### src/rtl/psg_sound_gen.sv
// psg_sound_gen
// Sound-generation stage of an SN76489-compatible PSG. Three square-wave tone
// generators and one 16-bit LFSR noise generator run from a shared prescaler
// tick. Each channel is scaled by a logarithmic attenuation table, the four
// channels are summed into an 8-bit sample, and the sample drives a PWM pin.
//
// Ports
//   CLK       in   1   system clock, rising edge
//   RST       in   1   synchronous active-high reset
//   TONE0..2  in  10   tone half-periods in ticks (0 or 1 = constant high)
//   NOISE     in   3   [2] white(1)/periodic(0), [1:0] noise rate (3 = track tone 2)
//   NOISE_WR  in   1   one-cycle strobe, reseeds the LFSR to 0x8000
//   VOL0..3   in   4   attenuation for tone0/1/2 and noise (0 loudest, 15 off)
//   SAMPLE    out  8   registered mixed amplitude
//   AOUT      out  1   registered PWM output, duty = pwm_ref/256
//
// There is no FSM: the prescaler, channel counters, toggle bits, noise-edge
// history, LFSR and PWM counter make up all of the sequential state.

module psg_sound_gen #(
  parameter int CLK_DIV = 16
) (
  input  logic       CLK,
  input  logic       RST,
  input  logic [9:0] TONE0,
  input  logic [9:0] TONE1,
  input  logic [9:0] TONE2,
  input  logic [2:0] NOISE,
  input  logic       NOISE_WR,
  input  logic [3:0] VOL0,
  input  logic [3:0] VOL1,
  input  logic [3:0] VOL2,
  input  logic [3:0] VOL3,
  output logic [7:0] SAMPLE,
  output logic       AOUT
);

  localparam int PW = (CLK_DIV > 2) ? $clog2(CLK_DIV) : 1;
  localparam logic [PW-1:0] PRESC_MAX = PW'(CLK_DIV - 1);

  // ---------------------------------------------------------------------------
  // Prescaler
  // ---------------------------------------------------------------------------
  logic [PW-1:0] presc;
  logic          tick;

  assign tick = (presc == PRESC_MAX);

  always_ff @(posedge CLK) begin
    if (RST) begin
      presc <= '0;
    end else if (tick) begin
      presc <= '0;
    end else begin
      presc <= presc + 1'b1;
    end
  end

  // ---------------------------------------------------------------------------
  // Tone channels
  // ---------------------------------------------------------------------------
  logic [9:0] tone [3];
  logic [9:0] cnt  [3];
  logic [2:0] sq;

  assign tone[0] = TONE0;
  assign tone[1] = TONE1;
  assign tone[2] = TONE2;

  // A period of 0 or 1 pins the output high and parks the counter at 0, so a
  // later switch to a real period reloads and toggles on the very next tick.
  always_ff @(posedge CLK) begin
    if (RST) begin
      for (int i = 0; i < 3; i++) cnt[i] <= '0;
      sq <= '0;
    end else if (tick) begin
      for (int i = 0; i < 3; i++) begin
        if (tone[i] <= 10'd1) begin
          cnt[i] <= '0;
          sq[i]  <= 1'b1;
        end else if (cnt[i] <= 10'd1) begin
          cnt[i] <= tone[i];
          sq[i]  <= ~sq[i];
        end else begin
          cnt[i] <= cnt[i] - 10'd1;
        end
      end
    end
  end

  // ---------------------------------------------------------------------------
  // Noise clock
  // ---------------------------------------------------------------------------
  logic [9:0] nreload;
  logic [9:0] ncnt;
  logic       nclk;
  logic       nsrc;
  logic       nsrc_q;
  logic       nshift;

  always_comb begin
    nreload = 10'd16;
    case (NOISE[1:0])
      2'd0:    nreload = 10'd16;
      2'd1:    nreload = 10'd32;
      2'd2:    nreload = 10'd64;
      default: nreload = 10'd0;
    endcase
  end

  // Rate 3 has no counter of its own; the internal clock is parked low so a
  // later switch back to a fixed rate restarts it on the next tick.
  always_ff @(posedge CLK) begin
    if (RST) begin
      ncnt <= '0;
      nclk <= 1'b0;
    end else if (tick) begin
      if (NOISE[1:0] == 2'd3) begin
        ncnt <= '0;
        nclk <= 1'b0;
      end else if (ncnt <= 10'd1) begin
        ncnt <= nreload;
        nclk <= ~nclk;
      end else begin
        ncnt <= ncnt - 10'd1;
      end
    end
  end

  // The edge detector compares the currently selected source with its value
  // one cycle earlier, so a rate change alone only shifts on a real 0->1.
  assign nsrc   = (NOISE[1:0] == 2'd3) ? sq[2] : nclk;
  assign nshift = nsrc & ~nsrc_q;

  always_ff @(posedge CLK) begin
    if (RST) begin
      nsrc_q <= 1'b0;
    end else begin
      nsrc_q <= nsrc;
    end
  end

  // ---------------------------------------------------------------------------
  // LFSR (reseed has priority over a coincident shift)
  // ---------------------------------------------------------------------------
  logic [15:0] lfsr;
  logic        fb;

  assign fb = NOISE[2] ? (lfsr[0] ^ lfsr[3]) : lfsr[0];

  always_ff @(posedge CLK) begin
    if (RST || NOISE_WR) begin
      lfsr <= 16'h8000;
    end else if (nshift) begin
      lfsr <= {fb, lfsr[15:1]};
    end
  end

  // ---------------------------------------------------------------------------
  // Attenuation and mixer
  // ---------------------------------------------------------------------------
  function automatic logic [7:0] amp(input logic [3:0] v);
    logic [7:0] a;
    case (v)
      4'd0:    a = 8'd63;
      4'd1:    a = 8'd50;
      4'd2:    a = 8'd40;
      4'd3:    a = 8'd32;
      4'd4:    a = 8'd25;
      4'd5:    a = 8'd20;
      4'd6:    a = 8'd16;
      4'd7:    a = 8'd13;
      4'd8:    a = 8'd10;
      4'd9:    a = 8'd8;
      4'd10:   a = 8'd6;
      4'd11:   a = 8'd5;
      4'd12:   a = 8'd4;
      4'd13:   a = 8'd3;
      4'd14:   a = 8'd2;
      default: a = 8'd0;
    endcase
    return a;
  endfunction

  logic [7:0] mix;

  // Four channels of at most 63 sum to 252, so 8 bits never overflow.
  always_comb begin
    mix = (sq[0]   ? amp(VOL0) : 8'd0)
        + (sq[1]   ? amp(VOL1) : 8'd0)
        + (sq[2]   ? amp(VOL2) : 8'd0)
        + (lfsr[0] ? amp(VOL3) : 8'd0);
  end

  always_ff @(posedge CLK) begin
    if (RST) begin
      SAMPLE <= '0;
    end else begin
      SAMPLE <= mix;
    end
  end

  // ---------------------------------------------------------------------------
  // PWM: reference is only refreshed at the counter wrap so each 256-cycle
  // frame has a constant duty.
  // ---------------------------------------------------------------------------
  logic [7:0] pc;
  logic [7:0] pwm_ref;

  always_ff @(posedge CLK) begin
    if (RST) begin
      pc      <= '0;
      pwm_ref <= '0;
      AOUT    <= 1'b0;
    end else begin
      pc   <= pc + 8'd1;
      AOUT <= (pc < pwm_ref);
      if (pc == 8'd255) begin
        pwm_ref <= SAMPLE;
      end
    end
  end

endmodule

### config.mk
export PLATFORM = sky130hd
export DESIGN_NAME = psg_sound_gen
export DESIGN_NICKNAME = d
export VERILOG_FILES = /design/src/rtl/psg_sound_gen.sv
export SDC_FILE = /design/constraint.sdc
export NUM_CORES = 1
export LEC_CHECK = 0
export ABC_CLOCK_PERIOD_IN_PS = 3400
export BUFFER_PORTS_ARGS = -buffer_cell sky130_fd_sc_hd__clkbuf_2
export CAP_MARGIN = 10
export CORE_ASPECT_RATIO = 1.5
export CORE_MARGIN = 2
export CORE_UTILIZATION = 25
export DETAILED_ROUTE_END_ITERATION = 12
export GPL_TIMING_DRIVEN = 0
export MAX_ROUTING_LAYER = met4
export PLACE_DENSITY = 0.53
export SKIP_CTS_REPAIR_TIMING = 1
export SLEW_MARGIN = 0
export SYNTH_ARGS = -nofsm -noshare
export SYNTH_HDL_FRONTEND = slang
export SYNTH_SLANG_ARGS = --single-unit
### constraint.sdc
create_clock -name CLK -period 3.4 [get_ports CLK]
set_input_delay 0.34 -clock CLK [delete_from_list [all_inputs] [get_ports CLK]]
set_output_delay 0.34 -clock CLK [all_outputs]
set_load 0.005 [all_outputs]
==> results.md <==
Synth:
- Ranked by total cell area, the synthesized netlist is headed by sky130_fd_sc_hd__dfxtp_1, sky130_fd_sc_hd__edfxtp_1, sky130_fd_sc_hd__ha_1, sky130_fd_sc_hd__nor2_1, sky130_fd_sc_hd__fa_1.
- The share of async-settable or async-resettable flops after synthesis is 0%.
- The largest area contributor in the synthesized netlist is sky130_fd_sc_hd__dfxtp_1.
- The portion of the post-synthesis area used by sequential elements is 35.4%.
- The most common cell in the netlist is sky130_fd_sc_hd__nor2_1.
- Ranked by instance count, the synthesized netlist is headed by sky130_fd_sc_hd__nor2_1, sky130_fd_sc_hd__dfxtp_1, sky130_fd_sc_hd__inv_1, sky130_fd_sc_hd__ha_1, sky130_fd_sc_hd__edfxtp_1.
- The area share of the largest cell type after synthesis is 20.2%.
- The mean area per synthesized cell is 9.08 µm².
- Among all flip-flop cells after synthesis, the most frequent one is sky130_fd_sc_hd__dfxtp_1.
- The number of instances in the synthesized netlist is 653.
- The area of the mapped netlist is 5930 µm².
- The number of synthesized register bits is 90.
- Counting every net in the synthesized netlist gives 763.
- The synthesized design contains 30 enable-type register cells.
- The count of distinct cell types in the synthesized netlist is 70.
- The total of warnings raised by yosys is 0.

Placement:
- Detailed placement finished with a half-perimeter wire length of 11100 µm.
- The placed instance area is 6620 µm².
- Counting tap cells, the placed design contains a total of 1029 instances.
- Buffers placed on the I/O ports in this run total 57.
- The final weighted congestion of routability-driven global placement is 0.775.

Floorplanning:
- The floorplan step set the die width to 130 µm.
- Pin placement for this block handled 61 I/O pins.
- In this run the vertical extent of the chip is 193 µm.
- The floorplan step defined a core boundary enclosing 23500 µm².
- The die area is 25000 µm².
- For this configuration, the core starts out at a cell density of 25.3%.
- The number of rows created at floorplan is 69.

Flow run:
- The max capacitance violation total is 0.

Pwr:
- The relative contribution of sequential cells to total power is 48.9%.
- Of the total power, the share spent switching nets is 26.0%.
- The internal portion of the total power is 1740 µW.
- The design draws 2350 µW.
- The clock network is responsible for 41.9% of the overall power.
- Summed over all cells, the static leakage comes to 0.00265 µW.
- In this run the power density over the cells is 339 nW/µm².
- The maximum ir drop on the vdd rail is 194 µV.
- In this run the power spent charging and discharging nets is 611 µW.
- Per report_power, the combinational group accounts for 9.2% of the total.

Global routing:
- The number of global-route vias before repair was 4788.
- For this run the aggregate overflow at the end of global routing stands at 0.
- The pin count of the biggest net entering global routing is 26.
- The number of antenna violations at the first check in global routing is 0.
- The first-pass GRT wire length is 23200 µm.
- The total global-route track usage is 11.9%.

Drt:
- The overall via count from detail_route is 4836.
- The DRC violation count after routing is 0.
- The number of DRC violations after detailed-routing iteration 0 is 174.
- The routed design has 14000 µm of wire.
- Dividing the detail-routed via count by the number of cells gives 4.64.
- The final antenna-violating net count is 0.
- The routed length per placed instance is 13.4 µm.
- The pre-antenna-repair detailed-routing pass consisted of 5 iterations.

CTS:
- The largest buffer count on any clock path is 2.
- For the worst-skew pair, the clock arrives at the later sink with an insertion delay of 0.35 ns.
- Clock-pin slew was measured on the worst setup and hold paths at 0.07 ns.
- The clock root buffer master is sky130_fd_sc_hd__clkbuf_16.
- TritonCTS built the clock tree.
- The number of H-tree levels is 3.
- The total clock sinks is 90.
- The number of CTS-inserted buffers is 9.

STA:
- In this run the tightest slew margin relative to its limit is 28.6%.
- On the final layout, the worst clock skew is 0.00986 ns.
- The setup TNS is 0 ns.
- For the finished layout, the period the worst path requires is 3.23 ns.
- The slew at the pin closest to its max-slew limit is 1.07 ns.
- The share of the cycle needed by the critical path after routing is 95.1%.
- The highest clock frequency the design can meet is 0.309 GHz.
- The total count of max-transition violations in the final report came to 0.
- The hold violation total from the final report is 0.
- The number of endpoints failing setup at the final stage is 0.

Final layout:
- The number of antenna diodes in the final layout is 0.
- The area growth from synthesis to layout is 16.7%.
- The final net count is 829.
- The final instance area is 6920 µm².
- The number of standard cells in the final layout excluding fillers is 1043.
- The fraction of layout cells with a size suffix above 1 is 14.5%.

Setup path:
- Along the worst path, the maximum fanout reaches 5.
- The critical path endpoint category is a flop.
- The worst register-to-register path has a depth of 11.
- The worst setup path is launched from an input port.
- At the worst endpoint, the arrival time is 3.49 ns.
- The startpoint of the most critical register-to-register path is sq[1].
- STA puts the critical path data required time at 3.66 ns.
- The setup path with the least slack is of type in2reg.
- The critical path starts at VOL0[1].

Min path:
- The worst hold path passes through 3 cells.
- The classification of the worst-slack hold path is in2reg.
- The source of the worst hold timing path is NOISE[0].

Outcome:
- The run finished with clean final reports.
==> power by group through the flow <==
| stage | clock network (µW) | registers, µW | logic, µW |
|---|---|---|---|
| floorplan | 0 | 1170 | 137 |
| finish | 983 | 1150 | 215 |
| detailed placement | 0 | 1170 | 215 |
| CTS | 1020 | 1150 | 216 |
| global route | 1050 | 1150 | 245 |
| global placement | 0 | 1170 | 213 |
==> worst paths after layout <==
path / endpoint / slack [ns]
worst min register to register: presc[0] / 0.47
worst max register to register: SAMPLE[5] / 0.22
worst min-delay path: ncnt[5] / 0.33
worst max-delay path: SAMPLE[5] / 0.17
==> per-stage QoR <==
stage / utilization, % / hold WS [ns] / worst slack [ns]
after floorplan: - / 0.418 / 0.174
after global placement: 28.2 / 0.437 / -0.348
after detailed placement: 28.2 / 0.451 / -0.351
after CTS: 29.4 / 0.313 / 0.00843
after global routing: 29.5 / 0.341 / -0.00172
final: 29.5 / 0.329 / 0.167
==> metal layers <==
layer,track usage [%],share of wire (%),vias to the layer above,wire [µm]
met3,1.69,2.3,20,316
met2,22.1,54,66,7550
met1,12.7,41,2268,5810
li1,-,-,2482,-
met5,-,0,-,0
met4,4.34,2.3,0,321
==> critical path, cell delays in order <==
cell	delay, ns
sky130_fd_sc_hd__clkbuf_2	0.13
sky130_fd_sc_hd__inv_1	0.10
sky130_fd_sc_hd__ha_1	0.33
sky130_fd_sc_hd__a21oi_2	0.16
sky130_fd_sc_hd__a21oi_2	0.09
sky130_fd_sc_hd__fa_1	0.55
sky130_fd_sc_hd__inv_1	0.05
sky130_fd_sc_hd__fa_1	0.53
sky130_fd_sc_hd__inv_1	0.04
sky130_fd_sc_hd__ha_1	0.21
sky130_fd_sc_hd__fa_2	0.36
sky130_fd_sc_hd__a21oi_1	0.14
sky130_fd_sc_hd__o21bai_1	0.11
sky130_fd_sc_hd__xnor2_1	0.15
sky130_fd_sc_hd__nor2_1	0.19
==> registers in the layout (all words and copies together) (netlist names) <==
register	count
nclk	1
cnt	30
ncnt	10
SAMPLE	8
pwm_ref	8
sq	3
AOUT	1
nsrc_q	1
presc	4
pc	8
lfsr	16
==> cell type report <==
| cell class | instances | area (µm²) |
|---|---|---|
| timing repair buffer | 57 | 288 |
| buffer | 23 | 97.6 |
| fill | 2581 | 16600 |
| tap | 319 | 399 |
| multi-input combinational | 479 | 3520 |
| inverter | 59 | 221 |
| clock buffer | 9 | 225 |
| sequential | 90 | 2100 |
| clock inverter | 7 | 67.6 |
==> cell usage in the layout (no fill, tap or decap), drive strengths merged, types with 4 or more instances in the layout <==
cell type / synthesis / layout
and3: 5 / 5
nand3: 29 / 29
buf: 5 / 5
or4: 9 / 9
dfxtp: 60 / 60
inv: 58 / 63
o21ai: 15 / 15
a21oi: 26 / 26
a211oi: 21 / 21
or3: 7 / 7
nor2b: 8 / 8
mux4: 4 / 4
a2111oi: 4 / 4
o2111ai: 4 / 4
clkbuf: 20 / 84
nand3b: 4 / 4
fa: 12 / 12
nor2: 92 / 92
edfxtp: 30 / 30
o22ai: 4 / 4
xnor2: 24 / 24
nand2: 28 / 28
mux2i: 24 / 24
a32o: 4 / 4
nor3b: 8 / 8
a31oi: 10 / 10
ha: 46 / 46
nor4: 10 / 10
nor3: 24 / 24
xor2: 9 / 9
a211o: 4 / 4
==> logic make-up (layout without fill, tap and decap cells) <==
kind of cell,after synthesis,count (layout),synth area share (%)
adders and majority gates,58,58,13.8
DFF,90,90,35.4
muxes,28,28,5.57
and+or+nand+nor,240,240,20.5
xor gates and xnor gates,33,33,4.87
AOI/OAI and AO/OA,120,120,14.4
buffers and inverters,84,155,5.48
Note: power is estimated with default switching activity, not from simulation.
